**src/rtl/x_mul_ctrl_pkg.sv**
```systemverilog
// Shared definitions for the multiplier issue controller, the multiplier
// stages and writeback.
package x_mul_ctrl_pkg;

  localparam int MUL_DEPTH   = 3;
  localparam int MUL_CREDITS = 4;
  localparam int MUL_TAG_W   = 5;

  typedef enum logic [1:0] {
    MUL    = 2'd0,
    MULH   = 2'd1,
    MULHSU = 2'd2,
    MULHU  = 2'd3
  } mult_cmd_t;

  typedef struct packed {
    logic [MUL_TAG_W-1:0] dest;
    mult_cmd_t            cmd;
  } mul_tag_t;

  typedef enum logic [1:0] {
    ST_IDLE  = 2'd0,
    ST_RUN   = 2'd1,
    ST_FLUSH = 2'd2
  } ctrl_state_t;

endpackage

```
**src/rtl/x_mul_ctrl_res_queue.sv**
```systemverilog
// Result tag FIFO: holds {dest, cmd} of retired multiplies until writeback
// consumes them. Pointers wrap modulo CREDITS; a full flag resolves wp==rp.
module mul_res_queue
  import x_mul_ctrl_pkg::*;
#(
  parameter int CREDITS = MUL_CREDITS
) (
  input  logic     clk,
  input  logic     rst_n,
  input  logic     i_push,
  input  mul_tag_t i_din,
  input  logic     i_pop,
  input  logic     i_flush,
  output mul_tag_t o_dout,
  output logic     o_full,
  output logic     o_empty
);

  localparam int PW = (CREDITS > 1) ? $clog2(CREDITS) : 1;

  mul_tag_t        r_mem [CREDITS];
  logic [PW-1:0]   r_wp;
  logic [PW-1:0]   r_rp;
  logic            r_full;
  logic            w_empty;
  logic            w_pop;

  function automatic logic [PW-1:0] ptr_inc(input logic [PW-1:0] p);
    return (p == PW'(CREDITS - 1)) ? '0 : p + 1'b1;
  endfunction

  assign w_empty = (r_wp == r_rp) && !r_full;
  // A pop against an empty queue is dropped, even alongside a push.
  assign w_pop   = i_pop && !w_empty;

  always_ff @(posedge clk or negedge rst_n) begin
    if (!rst_n) begin
      r_wp   <= '0;
      r_rp   <= '0;
      r_full <= 1'b0;
    end else if (i_flush) begin
      r_wp   <= '0;
      r_rp   <= '0;
      r_full <= 1'b0;
    end else begin
      if (i_push) r_wp <= ptr_inc(r_wp);
      if (w_pop)  r_rp <= ptr_inc(r_rp);
      if (i_push && !w_pop)
        r_full <= (ptr_inc(r_wp) == r_rp);
      else if (w_pop && !i_push)
        r_full <= 1'b0;
    end
  end

  always_ff @(posedge clk) begin
    if (i_push && !i_flush) r_mem[r_wp] <= i_din;
  end

  assign o_dout  = w_empty ? '0 : r_mem[r_rp];
  assign o_full  = r_full;
  assign o_empty = w_empty;

endmodule

```
**src/rtl/x_mul_ctrl.sv**
```systemverilog
// Issue/sequencing controller for the three-stage multiplier: credit and
// scoreboard gated issue, per-stage valid/tag tracking, result queue, flush.
module x_mul_ctrl
  import x_mul_ctrl_pkg::*;
#(
  parameter int DEPTH   = MUL_DEPTH,
  parameter int CREDITS = MUL_CREDITS,
  parameter int TAG_W   = MUL_TAG_W
) (
  input  logic                clk,
  input  logic                reset_n,
  input  logic                DEC2X0_EMPTY_SD,
  input  logic [1:0]          MULT_CMD_RD,
  input  logic [TAG_W-1:0]    DEST_RD,
  output logic                DEC2X0_POP_SX0,
  output logic                X0_ISSUE_SX0,
  output logic [DEPTH-1:0]    STAGE_VALID_SX,
  output logic [2**TAG_W-1:0] BUSY_REGS_SX,
  output logic                RES_VALID_SX,
  output logic [TAG_W-1:0]    RES_DEST_SX,
  output logic [1:0]          RES_CMD_SX,
  input  logic                WB_POP_SM,
  input  logic                EXCEPTION_SM,
  output logic                MUL_BUSY_SX
);

  localparam int OW = $clog2(CREDITS + 1);

  ctrl_state_t         r_state;
  logic [OW-1:0]       r_occ;
  logic [OW-1:0]       w_occ_nxt;
  logic [DEPTH-1:0]    r_vld_p;
  mul_tag_t            r_tag_p [DEPTH];
  logic [2**TAG_W-1:0] r_busy;
  logic [2**TAG_W-1:0] w_set;
  logic [2**TAG_W-1:0] w_clr;
  logic                w_issue;
  logic                w_pop;
  logic                w_q_full;
  logic                w_q_empty;
  mul_tag_t            w_head;

  // Issue uses only registered state, so a same-cycle pop of the head's
  // destination still blocks it for this cycle.
  assign w_issue = !DEC2X0_EMPTY_SD && (r_state != ST_FLUSH) && !EXCEPTION_SM &&
                   (r_occ < OW'(CREDITS)) &&
                   !((DEST_RD != '0) && r_busy[DEST_RD]);
  assign w_pop     = WB_POP_SM && !w_q_empty && !EXCEPTION_SM;
  assign w_occ_nxt = r_occ + OW'(w_issue) - OW'(w_pop);

  always_comb begin
    w_set = '0;
    w_clr = '0;
    if (w_issue && (DEST_RD != '0)) w_set[DEST_RD] = 1'b1;
    if (w_pop) w_clr[w_head.dest] = 1'b1;
  end

  always_ff @(posedge clk or negedge reset_n) begin
    if (!reset_n) begin
      r_state <= ST_IDLE;
    end else if (EXCEPTION_SM) begin
      r_state <= ST_FLUSH;
    end else begin
      case (r_state)
        ST_IDLE:  if (w_issue) r_state <= ST_RUN;
        ST_RUN:   if ((w_occ_nxt == '0) && !w_issue) r_state <= ST_IDLE;
        ST_FLUSH: r_state <= ST_IDLE;
        default:  r_state <= ST_IDLE;
      endcase
    end
  end

  // X0 -> X1 -> X2 valid shift; bubbles ride along as zero valids.
  always_ff @(posedge clk or negedge reset_n) begin
    if (!reset_n) begin
      r_vld_p <= '0;
      r_occ   <= '0;
      r_busy  <= '0;
    end else if (EXCEPTION_SM) begin
      r_vld_p <= '0;
      r_occ   <= '0;
      r_busy  <= '0;
    end else begin
      r_vld_p <= {r_vld_p[DEPTH-2:0], w_issue};
      r_occ   <= w_occ_nxt;
      r_busy  <= (r_busy & ~w_clr) | w_set;
    end
  end

  always_ff @(posedge clk) begin
    r_tag_p[0] <= '{dest: DEST_RD, cmd: mult_cmd_t'(MULT_CMD_RD)};
    for (int k = 1; k < DEPTH; k++) r_tag_p[k] <= r_tag_p[k-1];
  end

  // X2 retire into the result queue.
  mul_res_queue #(
    .CREDITS (CREDITS)
  ) u_res_queue (
    .clk     (clk),
    .rst_n   (reset_n),
    .i_push  (r_vld_p[DEPTH-1]),
    .i_din   (r_tag_p[DEPTH-1]),
    .i_pop   (w_pop),
    .i_flush (EXCEPTION_SM),
    .o_dout  (w_head),
    .o_full  (w_q_full),
    .o_empty (w_q_empty)
  );

  a_occ_bound: assert property (@(posedge clk) disable iff (!reset_n)
    r_occ <= OW'(CREDITS));
  a_no_overflow: assert property (@(posedge clk) disable iff (!reset_n)
    !(r_vld_p[DEPTH-1] && w_q_full));

  assign DEC2X0_POP_SX0 = w_issue;
  assign X0_ISSUE_SX0   = w_issue;
  assign STAGE_VALID_SX = r_vld_p;
  assign BUSY_REGS_SX   = r_busy;
  assign RES_VALID_SX   = !w_q_empty;
  assign RES_DEST_SX    = w_head.dest;
  assign RES_CMD_SX     = w_head.cmd;
  assign MUL_BUSY_SX    = (r_occ != '0);

endmodule

```
**config.mk**
```make
export PLATFORM = sky130hd
export DESIGN_NAME = x_mul_ctrl
export DESIGN_NICKNAME = d
export VERILOG_FILES = /design/src/rtl/x_mul_ctrl_pkg.sv /design/src/rtl/x_mul_ctrl_res_queue.sv /design/src/rtl/x_mul_ctrl.sv
export SDC_FILE = /design/constraint.sdc
export NUM_CORES = 1
export LEC_CHECK = 0
export CAP_MARGIN = 20
export CELL_PAD_IN_SITES_DETAIL_PLACEMENT = 0
export CELL_PAD_IN_SITES_GLOBAL_PLACEMENT = 1
export CORE_ASPECT_RATIO = 1.5
export CORE_MARGIN = 5
export CORE_UTILIZATION = 30
export DETAILED_ROUTE_END_ITERATION = 8
export GPL_ROUTABILITY_DRIVEN = 0
export PLACE_DENSITY_LB_ADDON = 0.1
export SETUP_SLACK_MARGIN = 0.4
export SYNTH_ARGS = -nofsm -noshare
export SYNTH_HDL_FRONTEND = slang
export SYNTH_HIERARCHICAL = 1
export SYNTH_SLANG_ARGS = --single-unit
```
**constraint.sdc**
```tcl
create_clock -name clk -period 3.7 [get_ports clk]
set_clock_uncertainty 0.1 [all_clocks]
set_input_delay 0.925 -clock clk [delete_from_list [all_inputs] [get_ports clk]]
set_output_delay 0.925 -clock clk [all_outputs]
set_load 0.02 [all_outputs]
```
==> flow_summary.yaml <==
finish:
  n_antenna_cell: 0
  multi_input_area_sq_um: 1750
  area_growth_pct: 41.0
  fin_util_pct: 43.2
  layout.cells.most_common_list: "46 x buf_4, 45 x dfrtp_1, 43 x clkdlybuf4s50_1, 29 x o211ai_1, 28 x edfxtp_1"
  stdcell_area_sq_um: 5850
  layout-drive-gt1-share_pct: 28.7
  ff_latch_area_sq_um: 2390
  nets: 450
  final_cells: 597
  mostFrequentLayoutCell: "buf_4"
  fillers: 1283
sta:
  maxSlewHeadroom_pct: 59.4
  fin_crit_ns: 3.50
  fin_crit_sh_pct: 94.7
  setup_viol: 0
  worst_pin_slew_ns: 0.610
  clock.fmax_mhz: 285
  hold_violations: 0
  slew_violations: 0
  rsz0062_at_grt: "true"
die:
  die_y_um: 154
  start_util_pct: 30.6
  die_w_um: 106
  core_area_sq_um: 13500
  rows: 52
  boundaryPins: 58
  die_area_sq_um: 16300
setup_path:
  cp_slowest_stage_delay_ns: 0.52
  cp_max_fo: 6
  path_cells: "buf_12, buf_12, mux4_2, and3_4, a31oi_4, nand4_1, nand2_2, buf_6, ha_4, inv_2, fa_2, xor2_2, xnor2_2, buf_4, buf_6, buf_6, nor2_4"
  reg2regPathDepth: 16
  endpoint_kind: "register"
  cp_slowest_cell: "mux4_2"
  crit_required_ns: 3.88
  cp_common_cell: "buf_6"
  crit_type: "input port to register"
  crit_arrival_ns: 3.68
  startpoint_type: "input port"
detailed_routing:
  wirelength_um: 12100
  firstDrtPassIters: 4
  vias_per_cell: 5.13
  ant_nets: 0
  remaining_drc_errors: 0
  drtIter0Drc: 107
  routedWlPerCell_um: 20.2
  num_vias: 3061
synthesis:
  synth_top_area_share_pct: 27.1
  async_flop_share_pct: 47.9
  synth.distinct_cells: 53
  syn-num-nets: 335
  synthCells: 315
  yosys-top-cells-area: "dfrtp_1 27%, edfxtp_1 20%, dfxtp_1 10%, o211ai_1 5.2%, mux4_1 4.4%"
  synth_edf_count: 28
  synth_ff_type: "dfrtp_1"
  yosysWarnings: 6
  synth-seq-cells: 94
  netlist_area_sq_um: 4150
  synth_area_leader_cell: "dfrtp_1"
  avgSynthCellArea_sq_um: 13.2
  yosysSeqAreaShare_pct: 57.6
placement:
  io_buffer_count: 57
  dpl_cell_area_sq_um: 5190
  dp_hpwl_um: 8590
  numPlacedInstances: 560
global_routing:
  overflow: 0
  grt_pass1_wl_um: 18800
  track_usage_pct: 15.3
  grt_max_degree: 32
  grt_pass1_vias: 3346
  antenna_found_initial: 0
clock_network:
  clock_latency_ns: 0.34
  htreeDepth: 3
  cts_sinks: 94
  cts_buffer_depth: 2
  root_buffer: "clkbuf_16"
  cts_tree: "built"
  clk_pin_slew_ns: 0.08
  numCtsBuffers: 9
pwr:
  totalPowerFinal_mw: 2.25
  pwr-share-seq_pct: 48.8
  powerDensity_nw_per_um2: 384
  p_sw_share_pct: 25.5
  peakVddDrop_uv: 206
  p_int_mw: 1.67
  pwr-share-comb_pct: 9.5
  clock_power_share_pct: 41.7
  leakage_nw: 2.33
  switchingPower_mw: 0.573
run_status:
  status: "complete, no violations"
min_path:
  min_path_cells: 0
  hp-class: "register to register"
run:
  cap_violations: 0
critical path: cells and delay by family:
kind            cells  cell delay (ns)
mux                 1             0.52
compound gates      1             0.14
buf+inv             7             0.72
simple gates        4             0.60
fa+ha+maj           2             0.45
xor+xnor            2             0.31
metrics by stage:
step | setup WS (ns) | hold slack (ns) | setup TNS (ns)
floorplan | 0.154 | 0.210 | 0
global route | 0.0468 | 0.235 | 0
finish | 0.195 | 0.229 | 0
CTS | 0.200 | 0.230 | 0
global placement | -0.703 | 0.210 | -2.50
detailed placement | -0.743 | 0.212 | -2.70
final cells by class:
class | count | share of cell area [%]
clock buffers | 9 | 3.85
clock inverters | 7 | 1.56
inverters | 12 | 0.791
multi-input cells | 192 | 29.9
flip-flops and latches | 94 | 40.8
well taps | 162 | 3.47
repair buffers | 121 | 19.6
power groups by stage:
| stage | clock network, mW | logic [mW] | registers [mW] |
|---|---|---|---|
| 2_1_floorplan | 0 | 0.0765 | 1.12 |
| 3_3_place_gp | 0 | 0.171 | 1.12 |
| 3_5_place_dp | 0 | 0.174 | 1.12 |
| 4_1_cts | 0.964 | 0.197 | 1.10 |
| 5_1_grt | 1.01 | 0.229 | 1.10 |
| 6_report | 0.937 | 0.212 | 1.10 |
synth_stat cells (all sizes together) (4+ instances only):
cell type,instances
o41ai,7
nand2,12
o21ai,22
buf,8
dfxtp,21
nor3,5
a21oi,4
edfxtp,28
and2,5
nand3b,8
dfrtp,45
mux2i,10
ha,7
clkbuf,9
nand4,8
mux4,11
o211ai,29
or3b,4
inv,11
nand3,7
nor2b,12
nor2,9
sequential cells by signal (all words and copies together) (netlist names):
name                count
BUSY_REGS_SX           32
u_res_queue/r_mem      28
r_tag_p                21
STAGE_VALID_SX          3
r_occ                   3
r_state                 2
u_res_queue/r_rp        2
u_res_queue/r_wp        2
u_res_queue/o_full      1
timing repair:
item | CTS | global route
setup buffers | 18 | 2
pin swaps | 10 | 11
endpoints found under the setup margin | 10 | 6
cloned | 1 | 0
gates resized for setup | 52 | 25
hold buffers | 0 | 0
path summary, 6_finish.rpt:
path                                           from         endpoint  slack [ns]
worst min-delay path                 r_tag_p[0][13]   r_tag_p[0][20]        0.23
max in group asynchronous                   reset_n  BUSY_REGS_SX[5]        2.47
worst min register to register       r_tag_p[0][13]   r_tag_p[0][20]        0.23
worst max-delay path                     DEST_RD[1]         r_occ[2]        0.20
min in group asynchronous                   reset_n  BUSY_REGS_SX[9]        0.48
worst max register to register  u_res_queue/r_wp[1]         r_occ[2]        0.61
metal layers:
layer  global-route usage [%]  vias up  wire length, um
li1                         -     1440                -
met1                     17.2     1540             4720
met2                     28.6       66             6800
met3                     2.60       15              387
met4                     5.68        0              181
met5                        0        -                0
kinds of logic (layout without fill, tap and decap cells):
kind of cell	after synthesis	count (layout)	share of synthesized area (%)
DFF	94	94	57.6
and+or+nand+nor	82	82	12.0
AOI/OAI and AO/OA	75	75	13.7
buffers and inverters	29	149	3.38
muxes	21	21	9.02
adders and majority gates	8	8	2.59
xor gates and xnor gates	6	6	1.72
No activity file was read; power rests on OpenSTA's default activity.
